===== src/rtl/dl_region_ctrl.sv =====
// HPS download decoder: routes ROM bytes into CPU/sound/wave regions, captures mod/DIP bytes, sequences core reset.
// Optional running checksum of mapped ROM bytes when DL_REGION_CHECKSUM_EN is defined.
module dl_region_ctrl #(
   parameter int HOLD_CYCLES = 16
) (
   input  logic        clk_sys,
   input  logic        reset,
   input  logic        ioctl_download,
   input  logic        ioctl_wr,
   input  logic [24:0] ioctl_addr,
   input  logic [7:0]  ioctl_dout,
   input  logic [7:0]  ioctl_index,
   output logic        cpu_we,
   output logic        snd_we,
   output logic        wav_we,
   output logic [15:0] wr_addr,
   output logic [7:0]  wr_data,
   output logic [7:0]  mod,
   output logic [7:0]  dip_sw,
   output logic        core_reset,
   output logic        rom_loaded,
`ifdef DL_REGION_CHECKSUM_EN
   output logic [7:0]  csum,
`endif
   output logic        unmapped
);

   localparam int CNT_W = (HOLD_CYCLES > 2) ? $clog2(HOLD_CYCLES) : 1;
   localparam logic [CNT_W-1:0] CNT_LOAD = CNT_W'(HOLD_CYCLES - 1);

   typedef enum logic [1:0] {WAIT_ROM, LOADING, HOLD, RUN} state_t;

   state_t         state_q, state_d;
   logic [CNT_W-1:0] cnt_q, cnt_d;
   logic           dl_prev_q, dl_prev_d;
   logic           armed_q, armed_d;
   logic           cpu_we_q, cpu_we_d;
   logic           snd_we_q, snd_we_d;
   logic           wav_we_q, wav_we_d;
   logic [15:0]    wr_addr_q, wr_addr_d;
   logic [7:0]     wr_data_q, wr_data_d;
   logic [7:0]     mod_q, mod_d;
   logic [7:0]     dip_sw_q, dip_sw_d;
   logic           core_reset_q, core_reset_d;
   logic           rom_loaded_q, rom_loaded_d;
   logic           unmapped_q, unmapped_d;
`ifdef DL_REGION_CHECKSUM_EN
   logic [7:0]     csum_q, csum_d;
`endif

   logic dl_active, wr_act, rom_wr, hit_cpu, hit_snd, hit_wav, hit_any;

   always_comb begin
      // A download is only honoured once its rising edge has been seen since reset.
      dl_active = ioctl_download & (armed_q | ~dl_prev_q);
      wr_act    = dl_active & ioctl_wr;
      rom_wr    = wr_act & (ioctl_index == 8'd0);
      hit_cpu   = rom_wr & (ioctl_addr[24:15] == 10'd0);
      hit_snd   = rom_wr & (ioctl_addr[24:12] == 13'h00E);
      hit_wav   = rom_wr & (ioctl_addr[24:16] == 9'h001);
      hit_any   = hit_cpu | hit_snd | hit_wav;

      dl_prev_d = ioctl_download;
      armed_d   = dl_active;

      cpu_we_d  = hit_cpu;
      snd_we_d  = hit_snd;
      wav_we_d  = hit_wav;
      wr_addr_d = wr_addr_q;
      wr_data_d = wr_data_q;
      if (hit_cpu) begin
         wr_addr_d = {1'b0, ioctl_addr[14:0]};
      end else if (hit_snd) begin
         wr_addr_d = {4'd0, ioctl_addr[11:0]};
      end else if (hit_wav) begin
         wr_addr_d = ioctl_addr[15:0];
      end
      if (hit_any) begin
         wr_data_d = ioctl_dout;
      end

      unmapped_d = unmapped_q | (rom_wr & ~hit_any);
      mod_d      = (wr_act && ioctl_index == 8'd1) ? ioctl_dout : mod_q;
      dip_sw_d   = (wr_act && ioctl_index == 8'd254 && ioctl_addr == 25'd0) ? ioctl_dout : dip_sw_q;

      state_d      = state_q;
      cnt_d        = cnt_q;
      rom_loaded_d = rom_loaded_q;
      if (dl_active && ioctl_index == 8'd0) begin
         state_d = LOADING;
      end else begin
         case (state_q)
            LOADING: begin
               if (!ioctl_download) begin
                  state_d = HOLD;
                  cnt_d   = CNT_LOAD;
               end
            end
            HOLD: begin
               if (cnt_q == '0) begin
                  state_d      = RUN;
                  rom_loaded_d = 1'b1;
               end else begin
                  cnt_d = cnt_q - 1'b1;
               end
            end
            default: ;
         endcase
      end
      core_reset_d = (state_q != RUN);

`ifdef DL_REGION_CHECKSUM_EN
      // Entering LOADING restarts the sum, including any byte written on that same cycle.
      csum_d = ((state_d == LOADING) && (state_q != LOADING)) ? 8'd0 : csum_q;
      if (hit_any) begin
         csum_d = csum_d + ioctl_dout;
      end
`endif
   end

   always_ff @(posedge clk_sys) begin
      if (reset) begin
         state_q      <= WAIT_ROM;
         cnt_q        <= '0;
         dl_prev_q    <= 1'b1;
         armed_q      <= 1'b0;
         cpu_we_q     <= 1'b0;
         snd_we_q     <= 1'b0;
         wav_we_q     <= 1'b0;
         wr_addr_q    <= 16'd0;
         wr_data_q    <= 8'd0;
         mod_q        <= 8'd0;
         dip_sw_q     <= 8'd0;
         core_reset_q <= 1'b1;
         rom_loaded_q <= 1'b0;
         unmapped_q   <= 1'b0;
`ifdef DL_REGION_CHECKSUM_EN
         csum_q       <= 8'd0;
`endif
      end else begin
         state_q      <= state_d;
         cnt_q        <= cnt_d;
         dl_prev_q    <= dl_prev_d;
         armed_q      <= armed_d;
         cpu_we_q     <= cpu_we_d;
         snd_we_q     <= snd_we_d;
         wav_we_q     <= wav_we_d;
         wr_addr_q    <= wr_addr_d;
         wr_data_q    <= wr_data_d;
         mod_q        <= mod_d;
         dip_sw_q     <= dip_sw_d;
         core_reset_q <= core_reset_d;
         rom_loaded_q <= rom_loaded_d;
         unmapped_q   <= unmapped_d;
`ifdef DL_REGION_CHECKSUM_EN
         csum_q       <= csum_d;
`endif
      end
   end

   assign cpu_we     = cpu_we_q;
   assign snd_we     = snd_we_q;
   assign wav_we     = wav_we_q;
   assign wr_addr    = wr_addr_q;
   assign wr_data    = wr_data_q;
   assign mod        = mod_q;
   assign dip_sw     = dip_sw_q;
   assign core_reset = core_reset_q;
   assign rom_loaded = rom_loaded_q;
   assign unmapped   = unmapped_q;
`ifdef DL_REGION_CHECKSUM_EN
   assign csum       = csum_q;
`endif

endmodule


===== config.mk =====
export PLATFORM = sky130hd
export DESIGN_NAME = dl_region_ctrl
export DESIGN_NICKNAME = d
export VERILOG_FILES = /design/src/rtl/dl_region_ctrl.sv
export SDC_FILE = /design/constraint.sdc
export NUM_CORES = 1
export LEC_CHECK = 0
export BUFFER_PORTS_ARGS = -buffer_cell sky130_fd_sc_hd__buf_2
export CAP_MARGIN = 40
export CORE_MARGIN = 5
export CORE_UTILIZATION = 30
export CTS_CLUSTER_SIZE = 10
export DETAILED_ROUTE_END_ITERATION = 8
export HOLD_SLACK_MARGIN = 0.02
export SLEW_MARGIN = 20
export SYNTH_ARGS = -nofsm -noshare
export SYNTH_HDL_FRONTEND = slang
export SYNTH_SLANG_ARGS = --single-unit
export TNS_END_PERCENT = 100

===== constraint.sdc =====
create_clock -name clk_sys -period 5 [get_ports clk_sys]
set_input_delay 1.5 -clock clk_sys [delete_from_list [all_inputs] [get_ports clk_sys]]
set_output_delay 1.5 -clock clk_sys [all_outputs]
set_load 0.02 [all_outputs]

After elaboration in Yosys (flattened, before gate mapping)
Cells that the tools add are included.
{ "classes": {"eq_ne": 12, "bitwise_logic": 14, "addsub": 1, "muxes": 10, "n_reduce_logical": 17} }
{ "ops": {"columns": ["op", "count"], "rows": [
  ["$mux W15", 3],
  ["$logic_not A25 Y1", 1],
  ["$eq A13 B4 Y1 const B", 1],
  ["$logic_not A10 Y1", 1],
  ["$eq A9 B1 Y1 const B", 1],
  ["$reduce_and A3 Y1", 3],
  ["$eq A8 B1 Y1 const B", 1],
  ["$eq A8 B8 Y1 const B", 1],
  ["$logic_not A8 Y1", 1],
  ["$mux W4", 2],
  ["$ne A2 B2 Y1 const B", 4],
  ["$pmux W4 S2", 1],
  ["$and A1 B1 Y1", 7],
  ["$ne A3 B3 Y1 const B", 2],
  ["$reduce_bool A3 Y1", 2],
  ["$logic_and A1 B1 Y1", 4],
  ["$logic_not A4 Y1", 1],
  ["$mux W2", 2],
  ["$or A1 B1 Y1", 4],
  ["$pmux W2 S2", 1],
  ["$reduce_and A4 Y1", 1],
  ["$sub A4 B1 Y4 const B", 1],
  ["$not A1 Y1", 3],
  ["$reduce_or A3 Y1", 1],
  ["other kinds (5)", 5]
]} }
{ "totals": {"input_bits": 45, "wordCells": 70, "ff_bits": 54, "out_inout_bits": 46} }

Depth between registers and ports, before layout
{ "depth": {"word_depth": 11, "depth_mapped": 6, "depth_no_buf": 6} }

Least setup slack after synthesis
No wires, ideal clock.
{ "synth_path": {"path_type": "input to register", "start": "in ioctl_addr[21]", "end": "reg dip_sw_q[0], in the netlist dip_sw[0]", "required_ps": 4881, "t_arrival_ps": 2725, "setup_time_ps": 119, "stages": 5, "n_path_buf": 1, "path_slack_ps": 2156, "cell_sequence": "nor4_2 nand2_2 or4_4 buf_6 mux2i_1"} }
{ "synth_via": {"elab_chain_cells": 2} }
{ "synth_rtl": {"columns": ["item", "line_no", "text"], "rows": [
  ["from (decl)", "10", "input logic [24:0] ioctl_addr,"],
  ["$logic_not A25 Y1", "84", "dip_sw_d = (wr_act && ioctl_index == 8'd254 && ioctl_addr == 25'd0) ? ioctl_dout : dip_sw_q;"],
  ["$logic_and A1 B1 Y1", "84", null],
  ["to (signal assigned)", "151", "dip_sw_q <= dip_sw_d;"],
  ["to (decl)", "43", "logic [7:0] dip_sw_q, dip_sw_d;"]
]} }
Every way passes these cells.
A chain may end at the register's enable or synchronous reset.

Worst setup path after layout
{ "layout_path": {"start": "in ioctl_index[1]", "end": "reg wr_data_q[7], in the netlist wr_data[7]"} }
{ "layout_via": {"elab_chain_cells": 5, "word_cells_on_any_way": 7, "classes_between": "bitwise (6); reduce/logical (1)"} }
{ "layout_rtl": {"columns": ["item", "line_no", "text"], "rows": [
  ["from (decl)", "12", "input logic [7:0] ioctl_index,"],
  ["$logic_not A8 Y1 *", "57", "rom_wr = wr_act & (ioctl_index == 8'd0);"],
  ["$and A1 B1 Y1 *", "57", null],
  ["$and A1 B1 Y1 (on tied branches)", "58, 59", null],
  ["$or A1 B1 Y1", "61", "hit_any = hit_cpu | hit_snd | hit_wav;"],
  ["$or A1 B1 Y1 *", "61", null],
  ["to (signal assigned)", "149", "wr_data_q <= wr_data_d;"],
  ["to (decl)", "41", "logic [7:0] wr_data_q, wr_data_d;"]
]} }
Mark *: on every way between the ends. The rest lies on a longest branch, timed or not.

==> flow_summary_export.csv <==
group,metric,value,unit
run_status,outcome,"complete, no violations",
clocking,cts-resized-gates,0,
floorplan,fp.dieH,100,um
layout,num_antenna_cells,0,
clocking,cts-buffers-inserted,5,
routing,avgRoutedWirePerCell,14.2,um
setup_path,end_kind,"flip-flop",
hold_path,hold_end,"rom_loaded$_SDFFE_PP0P_",
power_and_ir_drop,p_comb_share,25.1,%
setup_path,cp-start-kind,"input pin",
layout,layoutNonFillerInstCount,458,
routing,totalWireLength,6490,um
logic_synthesis,ys_seq_elements,54,
sta,maxSlewHeadroom,62.7,%
placement,hpwl,5130,um
sta,rsz0062_at_grt,"no",
routing,route.detailed.drc,0,
logic_synthesis,ys.warnings.count,0,
power_and_ir_drop,power.density,318,nW/um2
logic_synthesis,synthArstFlopShare,0,%
grt,globalRouteTotalUtil,13.1,%
setup_path,reg2regPathDepth,4,
routing,drt_iter0_markers,132,
logic_synthesis,ys_types,46,
logic_synthesis,synthFlopType,"dfxtp_1",
logic_synthesis,avgSynthCellArea,9.02,um2
sta,fin_setup_tns,0,ps
logic_synthesis,synthesis.nets,319,
placement,io_buffer_count,90,
setup_path,required,5240,ps
setup_path,cp-startpoint,"ioctl_index[1]",
logic_synthesis,synth_cells,270,
clocking,cts_hold_buffers,0,
floorplan,fp-row-count,32,
clocking,postCtsSetupRepairBufs,0,
clocking,insertion_delay,300,ps
hold_path,hold_class,"flip-flop to flip-flop",
logic_synthesis,synth_edf_count,0,
layout,layout.nets,404,
clocking,cts_buffer_depth,2,
setup_path,r2r-start,"armed_q$_SDFF_PP0_",
setup_path,worst-path-buf-inv,2,
grt,gr-total-overflow,0,
sta,period_needed,3090,ps
sta,clock_skew,5.36,ps
placement,dp_slack,1600,ps
layout,area.growth.synth_to_final,26.1,%
clocking,root_buffer,"clkbuf_8",
grt,grt_max_degree,27,
floorplan,dieArea,10000,um2
power_and_ir_drop,p_leak,1.34,nW
power_and_ir_drop,pwr-share-clk,25.9,%
power_and_ir_drop,switching_power,0.309,mW
clocking,cts_tree,"done",
setup_path,critPathMaxFanout,22,
logic_synthesis,ys_seq_area_share,44.4,%
sta,fin_ws,1910,ps
clocking,path_clk_slew,100,ps
floorplan,design.core.area,7810,um2
sta,drv_slew,0,
layout,final_cell_mix,"buf_2 (90), nand2_1 (59), dfxtp_1 (54)",
logic_synthesis,synth_area,2430,um2
power_and_ir_drop,power.internal,0.666,mW
clocking,h-tree-depth,2,
power_and_ir_drop,p_sw_share,31.7,%
routing,ant_nets,0,
layout,layout_commonest_cell,"buf_2",
run,cap_violations,0,
placement,dp.cells,450,
power_and_ir_drop,ir_drop,136,uV
setup_path,crit_type,"input pin to flip-flop",
sta,setup_viol,0,
sta,post-route-period-util,61.8,%
placement,place.gp.congestion,0.845,
setup_path,crit_arrival,3330,ps
setup_path,slowest_stage,"buf_4",
hold_path,min_from,"rom_loaded$_SDFFE_PP0P_",
grt,grt_pass1_vias,2217,
setup_path,timing.critical_path.cells,"buf_2 -> nor3_1 -> nand2_1 -> nor4_4 -> buf_4 -> mux2i_1",
setup_path,r2r-end,"dip_sw[7]$_SDFFE_PP0P_",
floorplan,io_pins,91,
sta,fmax,323,MHz
grt,antenna_found_initial,0,
routing,viasPerCell,4.84,
setup_path,r2r_slack,3250,ps
hold_path,hold-path-cell-count,2,
routing,first_pass_iters,4,
floorplan,initial_core_util,31.2,%
layout,drive_above_1_share,30.9,%
setup_path,cp_top_family,"simple AND/OR/NAND/NOR gates",
floorplan,fp.dieW,100,um
sta,worst_pin_slew,558,ps
clocking,cts_sinks,54,
sta,finalHoldViolations,0,
power_and_ir_drop,power_frac_seq,49.0,%
setup_path,cp_slowest_stage_delay,390,ps
grt,grt_pass1_wl,10600,um
routing,num_vias,2218,
cell families after synthesis:
group           Yosys count  share of synthesized area, %
simple gates            112                          24.6
flops                    54                          44.4
compound gates           44                          11.4
mux                      31                          12.7
buf+inv                  25                          4.83
fa+ha+maj                 4                          2.06
synthesized netlist by cell type, drive strengths merged, types with 4 or more instances:
cell type  instances  area, um2
nand2             60        228
dfxtp             54       1080
mux2i             31        310
a21oi             16       80.1
clkbuf            10       38.8
inv               10       37.5
nand3             10       50.1
o21ai             10       50.1
nor4               7       80.1
nor3               6       35.0
buf                5       41.3
ha                 4       50.1
nor2b              4       25.0
metal layers:
metal  routed length (um)  share of wire [%]  up-vias  global-route usage (%)
li1                     -                  -     1125                       -
met1                 2920                 45     1025                    16.8
met2                 3050                 47       61                    21.6
met3                  439                6.8        7                    3.82
met4                   81                1.2        0                    3.63
met5                    0                  0        -                       0
metrics by stage:
stage	hold WS, ps	instance area (um2)	utilization [%]	power, mW
floorplan	466	2430	-	0.656
global placement	435	2950	37.8	0.721
detailed placement	437	2980	38.1	0.731
CTS	453	3070	39.3	0.984
global route	484	3070	39.3	1.03
finish	451	3070	39.3	0.975
flip-flops by register name, indices dropped and copies added, names as in the netlist:
signal and flops:
wav_we 1, dip_sw 8, wr_data 8, wr_addr 16, cnt_q 4, dl_prev_q 1
rom_loaded 1, mod 8, armed_q 1, unmapped 1, core_reset 1, cpu_we 1
snd_we 1, state_q 2
worst max-delay path by stage:
stage,endpoint,cells past startpoint
6_report,wr_data[7]$_SDFFE_PP0P_,6
5_1_grt,wr_addr[3]$_SDFFE_PP0P_,6
4_1_cts,wr_data[7]$_SDFFE_PP0P_,6
3_5_place_dp,wr_addr[5]$_SDFFE_PP0P_,6
3_3_place_gp,wr_data[2]$_SDFFE_PP0P_,6
2_1_floorplan,dip_sw[0]$_SDFFE_PP0P_,5
tightest hold or removal path, delay by kind of cell, from the launching register on:
family / cells / cell delay (ps)
DFF: 1 / 320
buffers and inverters: 1 / 50
AOI/OAI and AO/OA: 1 / 50
power by group through the flow:
stage / Sequential [mW] / Combinational (mW) / Clock, mW
after floorplan: 0.485 / 0.171 / 0
after global placement: 0.487 / 0.234 / 0
after detailed placement: 0.488 / 0.242 / 0
after CTS: 0.478 / 0.244 / 0.262
after global routing: 0.482 / 0.270 / 0.280
final: 0.478 / 0.245 / 0.252
layout make-up:
| cell class | count | area (um2) |
|---|---|---|
| repair buffers | 93 | 493 |
| fillers | 818 | 4740 |
| clock inverters | 3 | 25.0 |
| inverters | 10 | 37.5 |
| multi-input cells | 191 | 1240 |
| clock buffers | 5 | 68.8 |
| flip-flops and latches | 54 | 1080 |
| well taps | 102 | 128 |
Note: power is estimated with default switching activity, not from simulation.
